===== src/rtl/hdd_pkg.sv =====
// Shared definitions for the ProDOS HDD path: transfer states, sector buffer geometry
// and the command/status codes the HDD interface exchanges with the CPU.
package hdd_pkg;

    localparam int unsigned BLOCK_BYTES = 512;
    localparam int unsigned SECBUF_AW   = 9;

    localparam logic [7:0] PRODOS_CMD_STATUS = 8'h00;
    localparam logic [7:0] PRODOS_CMD_READ   = 8'h01;
    localparam logic [7:0] PRODOS_CMD_WRITE  = 8'h02;
    localparam logic [7:0] PRODOS_CMD_FORMAT = 8'h03;

    localparam logic [7:0] PRODOS_ST_OK       = 8'h00;
    localparam logic [7:0] PRODOS_ST_IO_ERR   = 8'h27;
    localparam logic [7:0] PRODOS_ST_NO_DEV   = 8'h28;
    localparam logic [7:0] PRODOS_ST_WR_PROT  = 8'h2B;

    typedef enum logic [2:0] {
        IDLE,
        REQ_RD,
        XFER_RD,
        REQ_WR,
        XFER_WR,
        FIN
    } hdd_xfer_state_t;

    // Byte counter stops at one full block so overruns never alias back to "complete".
    function automatic logic [9:0] sat_inc(input logic [9:0] c);
        return (c == 10'(BLOCK_BYTES)) ? c : c + 10'd1;
    endfunction

endpackage


===== src/rtl/hdd_timeout_ctr.sv =====
// Clear/enable counter that pulses o_expire on the TIMEOUT-th enabled cycle.
// Shared with the floppy path.
module hdd_timeout_ctr #(
    parameter int unsigned TIMEOUT = 24'hFFFFFF
) (
    input  logic CLK_14M,
    input  logic RESET,
    input  logic i_clr,
    input  logic i_en,
    output logic o_expire
);

    localparam int unsigned CW = (TIMEOUT > 1) ? $clog2(TIMEOUT) : 1;

    logic [CW-1:0] r_cnt;

    assign o_expire = i_en && (r_cnt == CW'(TIMEOUT - 1));

    always_ff @(posedge CLK_14M) begin
        if (RESET || i_clr) begin
            r_cnt <= '0;
        end else if (i_en) begin
            r_cnt <= o_expire ? '0 : r_cnt + 1'b1;
        end
    end

endmodule


===== src/rtl/hdd_sd_bridge.sv =====
// Moves one 512-byte block between the ProDOS HDD sector buffer and the host
// block-device channel, with busy/done handshake and a sticky error flag.
module hdd_sd_bridge
    import hdd_pkg::*;
#(
    parameter int unsigned BLK_W   = 16,
    parameter int unsigned TIMEOUT = 24'hFFFFFF
) (
    input  logic                 CLK_14M,
    input  logic                 RESET,
    input  logic                 hdd_read,
    input  logic                 hdd_write,
    input  logic [BLK_W-1:0]     sector,
    output logic [SECBUF_AW-1:0] ram_addr,
    output logic [7:0]           ram_di,
    output logic                 ram_we,
    input  logic [7:0]           ram_do,
    output logic [31:0]          sd_lba,
    output logic                 sd_rd,
    output logic                 sd_wr,
    input  logic                 sd_ack,
    input  logic [SECBUF_AW-1:0] sd_buff_addr,
    input  logic [7:0]           sd_buff_dout,
    input  logic                 sd_buff_wr,
    output logic [7:0]           sd_buff_din,
    output logic                 busy,
    output logic                 done,
    output logic                 error
);

    hdd_xfer_state_t      r_state;
    logic [9:0]           r_cnt;
    logic [SECBUF_AW-1:0] r_ram_addr;
    logic [SECBUF_AW-1:0] r_prev_addr;
    logic [7:0]           r_ram_di;
    logic                 r_ram_we;
    logic [31:0]          r_lba;
    logic                 r_sd_rd;
    logic                 r_sd_wr;
    logic                 r_busy;
    logic                 r_done;
    logic                 r_error;

    logic       w_accept;
    logic       w_tmo_en;
    logic       w_tmo_expire;
    logic [9:0] w_cnt_rd;
    logic [9:0] w_cnt_wr;

    assign w_accept = (r_state == IDLE) && (hdd_read || hdd_write);
    assign w_tmo_en = ((r_state == REQ_RD) || (r_state == REQ_WR)) && !sd_ack;
    assign w_cnt_rd = sd_buff_wr ? sat_inc(r_cnt) : r_cnt;
    assign w_cnt_wr = (sd_buff_addr != r_prev_addr) ? sat_inc(r_cnt) : r_cnt;

    hdd_timeout_ctr #(
        .TIMEOUT(TIMEOUT)
    ) u_tmo (
        .CLK_14M (CLK_14M),
        .RESET   (RESET),
        .i_clr   (w_accept),
        .i_en    (w_tmo_en),
        .o_expire(w_tmo_expire)
    );

    // Write direction: the buffer is addressed straight from the host so ram_do
    // lands one cycle after each address step.
    assign ram_addr    = (r_state == XFER_WR) ? sd_buff_addr :
                         (r_state == IDLE)    ? '0 : r_ram_addr;
    assign sd_buff_din = (r_state == XFER_WR) ? ram_do : 8'h00;
    assign ram_di      = r_ram_di;
    assign ram_we      = r_ram_we;
    assign sd_lba      = r_lba;
    assign sd_rd       = r_sd_rd;
    assign sd_wr       = r_sd_wr;
    assign busy        = r_busy;
    assign done        = r_done;
    assign error       = r_error;

    always_ff @(posedge CLK_14M) begin
        if (RESET) begin
            r_state     <= IDLE;
            r_cnt       <= '0;
            r_ram_addr  <= '0;
            r_prev_addr <= '0;
            r_ram_di    <= '0;
            r_ram_we    <= 1'b0;
            r_lba       <= '0;
            r_sd_rd     <= 1'b0;
            r_sd_wr     <= 1'b0;
            r_busy      <= 1'b0;
            r_done      <= 1'b0;
            r_error     <= 1'b0;
        end else begin
            r_ram_we <= 1'b0;
            r_done   <= 1'b0;
            case (r_state)
                IDLE: begin
                    if (w_accept) begin
                        r_lba   <= 32'(sector);
                        r_error <= 1'b0;
                        r_cnt   <= '0;
                        r_busy  <= 1'b1;
                        if (hdd_read) begin
                            r_sd_rd <= 1'b1;
                            r_state <= REQ_RD;
                        end else begin
                            r_sd_wr <= 1'b1;
                            r_state <= REQ_WR;
                        end
                    end
                end
                REQ_RD, REQ_WR: begin
                    if (sd_ack) begin
                        r_sd_rd     <= 1'b0;
                        r_sd_wr     <= 1'b0;
                        r_prev_addr <= sd_buff_addr;
                        if (r_state == REQ_WR) begin
                            r_cnt   <= 10'd1;
                            r_state <= XFER_WR;
                        end else begin
                            r_state <= XFER_RD;
                        end
                    end else if (w_tmo_expire) begin
                        r_sd_rd <= 1'b0;
                        r_sd_wr <= 1'b0;
                        r_error <= 1'b1;
                        r_done  <= 1'b1;
                        r_state <= FIN;
                    end
                end
                XFER_RD: begin
                    // Strobes are honoured even on the ack-falling cycle.
                    r_ram_we <= sd_buff_wr;
                    if (sd_buff_wr) begin
                        r_ram_addr <= sd_buff_addr;
                        r_ram_di   <= sd_buff_dout;
                    end
                    r_cnt <= w_cnt_rd;
                    if (!sd_ack) begin
                        r_done  <= 1'b1;
                        r_state <= FIN;
                        if (w_cnt_rd != 10'(BLOCK_BYTES)) r_error <= 1'b1;
                    end
                end
                XFER_WR: begin
                    if (sd_ack) begin
                        r_prev_addr <= sd_buff_addr;
                        r_cnt       <= w_cnt_wr;
                    end else begin
                        r_done  <= 1'b1;
                        r_state <= FIN;
                        if (r_cnt != 10'(BLOCK_BYTES)) r_error <= 1'b1;
                    end
                end
                FIN: begin
                    r_busy  <= 1'b0;
                    r_state <= IDLE;
                end
                default: r_state <= IDLE;
            endcase
        end
    end

endmodule


===== config.mk =====
export PLATFORM = sky130hd
export DESIGN_NAME = hdd_sd_bridge
export DESIGN_NICKNAME = d
export VERILOG_FILES = /design/src/rtl/hdd_pkg.sv /design/src/rtl/hdd_timeout_ctr.sv /design/src/rtl/hdd_sd_bridge.sv
export SDC_FILE = /design/constraint.sdc
export NUM_CORES = 1
export LEC_CHECK = 0
export CORE_UTILIZATION = 30
export DETAILED_ROUTE_END_ITERATION = 6
export PLACE_DENSITY = 0.57
export SLEW_MARGIN = 20
export SYNTH_ARGS = -nofsm -noshare
export SYNTH_HDL_FRONTEND = slang
export SYNTH_HIERARCHICAL = 1
export SYNTH_SLANG_ARGS = --single-unit

===== constraint.sdc =====
create_clock -name CLK_14M -period 4.53 [get_ports CLK_14M]
set_input_delay 1.1325 -clock CLK_14M [delete_from_list [all_inputs] [get_ports CLK_14M]]
set_output_delay 1.1325 -clock CLK_14M [all_outputs]
set_load 0.01 [all_outputs]

==> impl_metrics.csv <==
group,metric,value,unit
status,status,"finished with violations",
status,failed_checks,"design-rule violations",
cts,cts_root_buf,"clkbuf_16",
setup_path,r2r_end,"done",
sta,rsz0062_at_grt,"no",
worst_hold_path,hold_class,"flop to flop",
routing,ant_nets,0,
setup_path,start_kind,"input port",
sta,hold_viol,0,
setup_path,endpoint_kind,"primary output",
sta,setup_tns,0,ns
sta,drv_slew,0,
cells_and_area,area_delta_synth_final,27.9,%
cts,h-tree-depth,3,
global_routing,overflow,0,
place,gp_congestion,0.900,
global_routing,grt_pass1_vias,4129,
setup_path,crit_end,"ram_addr[2]",
job,cap_violations,0,
cts,cts_hold_buffers,0,
synth,ys_seq_area_frac,0.371,
synth,synth.distinct_cells,69,
synth,ys_warn_count,6,
synth,async_reset_ff_frac,0,
power,leakage,2.02,nW
routing,first_pass_iters,6,
setup_path,path_class,"input port to primary output",
floorplan,die_h,126,µm
sta,fmax,269,MHz
synth,avgSynthCellArea,7.83,µm²
setup_path,critical_path.startpoint,"sd_buff_addr[2]",
routing,route.detailed.drc,3,
cts,cts.path.max_buffers,2,
synth,synth_edf_count,0,
floorplan,die_area,15800,µm²
setup_path,r2r_start,"r_state[2]",
cts,cts_tree,"built",
cts,cts.reportedPaths.clkPinSlew,0.06,ns
setup_path,cp_max_fo,4,
synth,synthFlopType,"dfxtp_1",
floorplan,rows,44,
power,irDropWorstVdd,0.198,mV
cts,post_cts_buffers,0,
global_routing,antenna_found_initial,0,
cts,cts-buffers-inserted,9,
routing,num_vias,4350,
cells_and_area,regArea,1700,µm²
cells_and_area,drive_gt1_frac,0.0674,
global_routing,grt_max_degree,50,
setup_path,crit_required,3.40,ns
power,cellPowerDensity,397,nW/µm²
sta,relSlewSlack,0.546,
setup_path,r2r_setup_slack,1.79,ns
synth,yosysTopAreaCell,"dfxtp_1",
cts,clk_latency,0.34,ns
cells_and_area,nFillCells,1497,
cells_and_area,num_antenna_cells,0,
routing,drt-wirelength-per-cell,14.6,µm
routing,drtIter0Drc,212,
synth,synth_commonest_cells,"103 x nand2_1, 85 x dfxtp_1, 59 x a21oi_1",
synth,postSynthCellCount,585,
synth,yosys_register_bits,85,
synth,synth_area,4580,µm²
cts,cts.sinks,85,
setup_path,reg2regPathDepth,9,
sta,worst_slew_pin_slew,0.680,ns
sta,clock_skew,0.00703,ns
setup_path,arrival,2.58,ns
place,io_buffers,93,
routing,via_per_inst,5.11,
synth,synth_top_area_frac,0.371,
floorplan,pin_count,110,
place,hpwl,8930,µm
synth,yosys-top-cells-area,"dfxtp_1 37%, nand2_1 8.4%, a21oi_1 6.4%, nor2_1 3.6%, xnor2_1 3.3%",
cells_and_area,multi_input_area,2590,µm²
cells_and_area,fin_nets,714,
floorplan,die_x,126,µm
sta,min_period,3.71,ns
cts,cts.repair.resized,0,
global_routing,grt_pass1_wl,20500,µm
sta,final.period_utilization,0.820,
sta,setup_viol,0,
sta,timing.hold.ws,0.453,ns
routing,wirelength,12400,µm
synth,synth.most_common_cell,"nand2_1",
floorplan,coreArea,14700,µm²
floorplan,start_util,0.312,
global_routing,grt.total_usage,0.161,
## per-stage QoR
| stage | util | worst slack, ns | cells | area [µm²] | power, mW |
|---|---|---|---|---|---|
| global placement | 0.380 | 0.877 | 836 | 5590 | 1.64 |
| global route | 0.399 | 0.759 | 852 | 5860 | 2.46 |
| finish | 0.399 | 0.816 | 852 | 5860 | 2.33 |
| detailed placement | 0.380 | 0.863 | 836 | 5590 | 1.65 |
| CTS | 0.399 | 0.844 | 852 | 5860 | 2.35 |
| floorplan | - | 1.46 | 600 | 4640 | 1.36 |
## registers in the layout (all words and copies together), names as in the netlist
register and cells:
u_tmo/r_cnt 24, sd_lba 16, r_cnt 10, r_prev_addr 9, r_ram_addr 9, ram_di 8, r_state 3, busy 1
done 1, error 1, ram_we 1, sd_rd 1, sd_wr 1
## per-layer routing
metal  up-vias  global-route usage  wire (µm)
met5         -                   0          0
met4         0              0.0660        206
met3        14              0.0402        854
met2       135               0.256       5660
met1      2034               0.207       5710
li1       2167                   -          -
## critical path, cell delays in order
cell             delay (ns)
clkdlybuf4s50_1        0.55
nand2_1                0.07
o21ai_0                0.23
clkdlybuf4s50_1        0.60
## cell usage in the layout (no fill, tap or decap), types with 3 or more instances in the layout
cell,count
or4_1,5
mux2i_1,10
nor4_1,7
conb_1,16
o21ai_0,25
xor2_1,14
buf_4,11
or2_1,3
ha_1,4
nor2_1,44
nor3_1,7
a21oi_1,59
o21bai_1,3
or3_1,6
clkbuf_16,9
a22oi_1,3
nor2b_1,6
and3_1,5
o41ai_1,5
inv_6,3
nand2b_1,8
o21ai_1,5
dfxtp_1,85
and2_1,11
o31ai_1,3
nand4_1,13
nand3_1,14
a32oi_1,4
xnor2_1,17
o211ai_1,5
nand2_1,103
inv_1,12
o22ai_1,3
clkdlybuf4s50_1,92
## logic make-up (layout without fill, tap and decap cells)
group	after synthesis	count (layout)	synth area share
adder cells (fa/ha/maj)	4	4	0.0109
AND/OR/NAND/NOR	250	250	0.275
multiplexers	10	10	0.0219
AO/OA/AOI/OAI	137	137	0.185
buffers and inverters	67	135	0.0751
other	1	16	0.000819
flip-flops	85	85	0.371
XOR/XNOR	31	31	0.0593
## cell type report
class                      count  area share
clock buffer                  10      0.0391
clock inverter                 6     0.00747
inverter                      15     0.00961
multi-input combinational    448       0.442
sequential                    85       0.290
tap                          184      0.0393
timing repair buffer         104       0.172
## report_power, final
part	internal (mW)	leakage (nW)	switching, mW	total [mW]
Combinational	0.308	1.20	0.444	0.752
Sequential	0.823	0.690	0.0594	0.882
Clock	0.376	0.134	0.318	0.694
## how the worst min path moves through the flow
stage / start / endpoint / slack, ns / cells after the start
final: ram_di[6] / ram_di[6] / 0.45 / 2
after global routing: ram_di[6] / ram_di[6] / 0.47 / 2
after CTS: ram_di[6] / ram_di[6] / 0.45 / 2
after detailed placement: sd_lba[1] / sd_lba[1] / 0.45 / 2
after global placement: ram_di[4] / ram_di[4] / 0.44 / 2
after floorplan: r_ram_addr[0] / r_ram_addr[0] / 0.44 / 2
No activity file was read; power rests on OpenSTA's default activity.
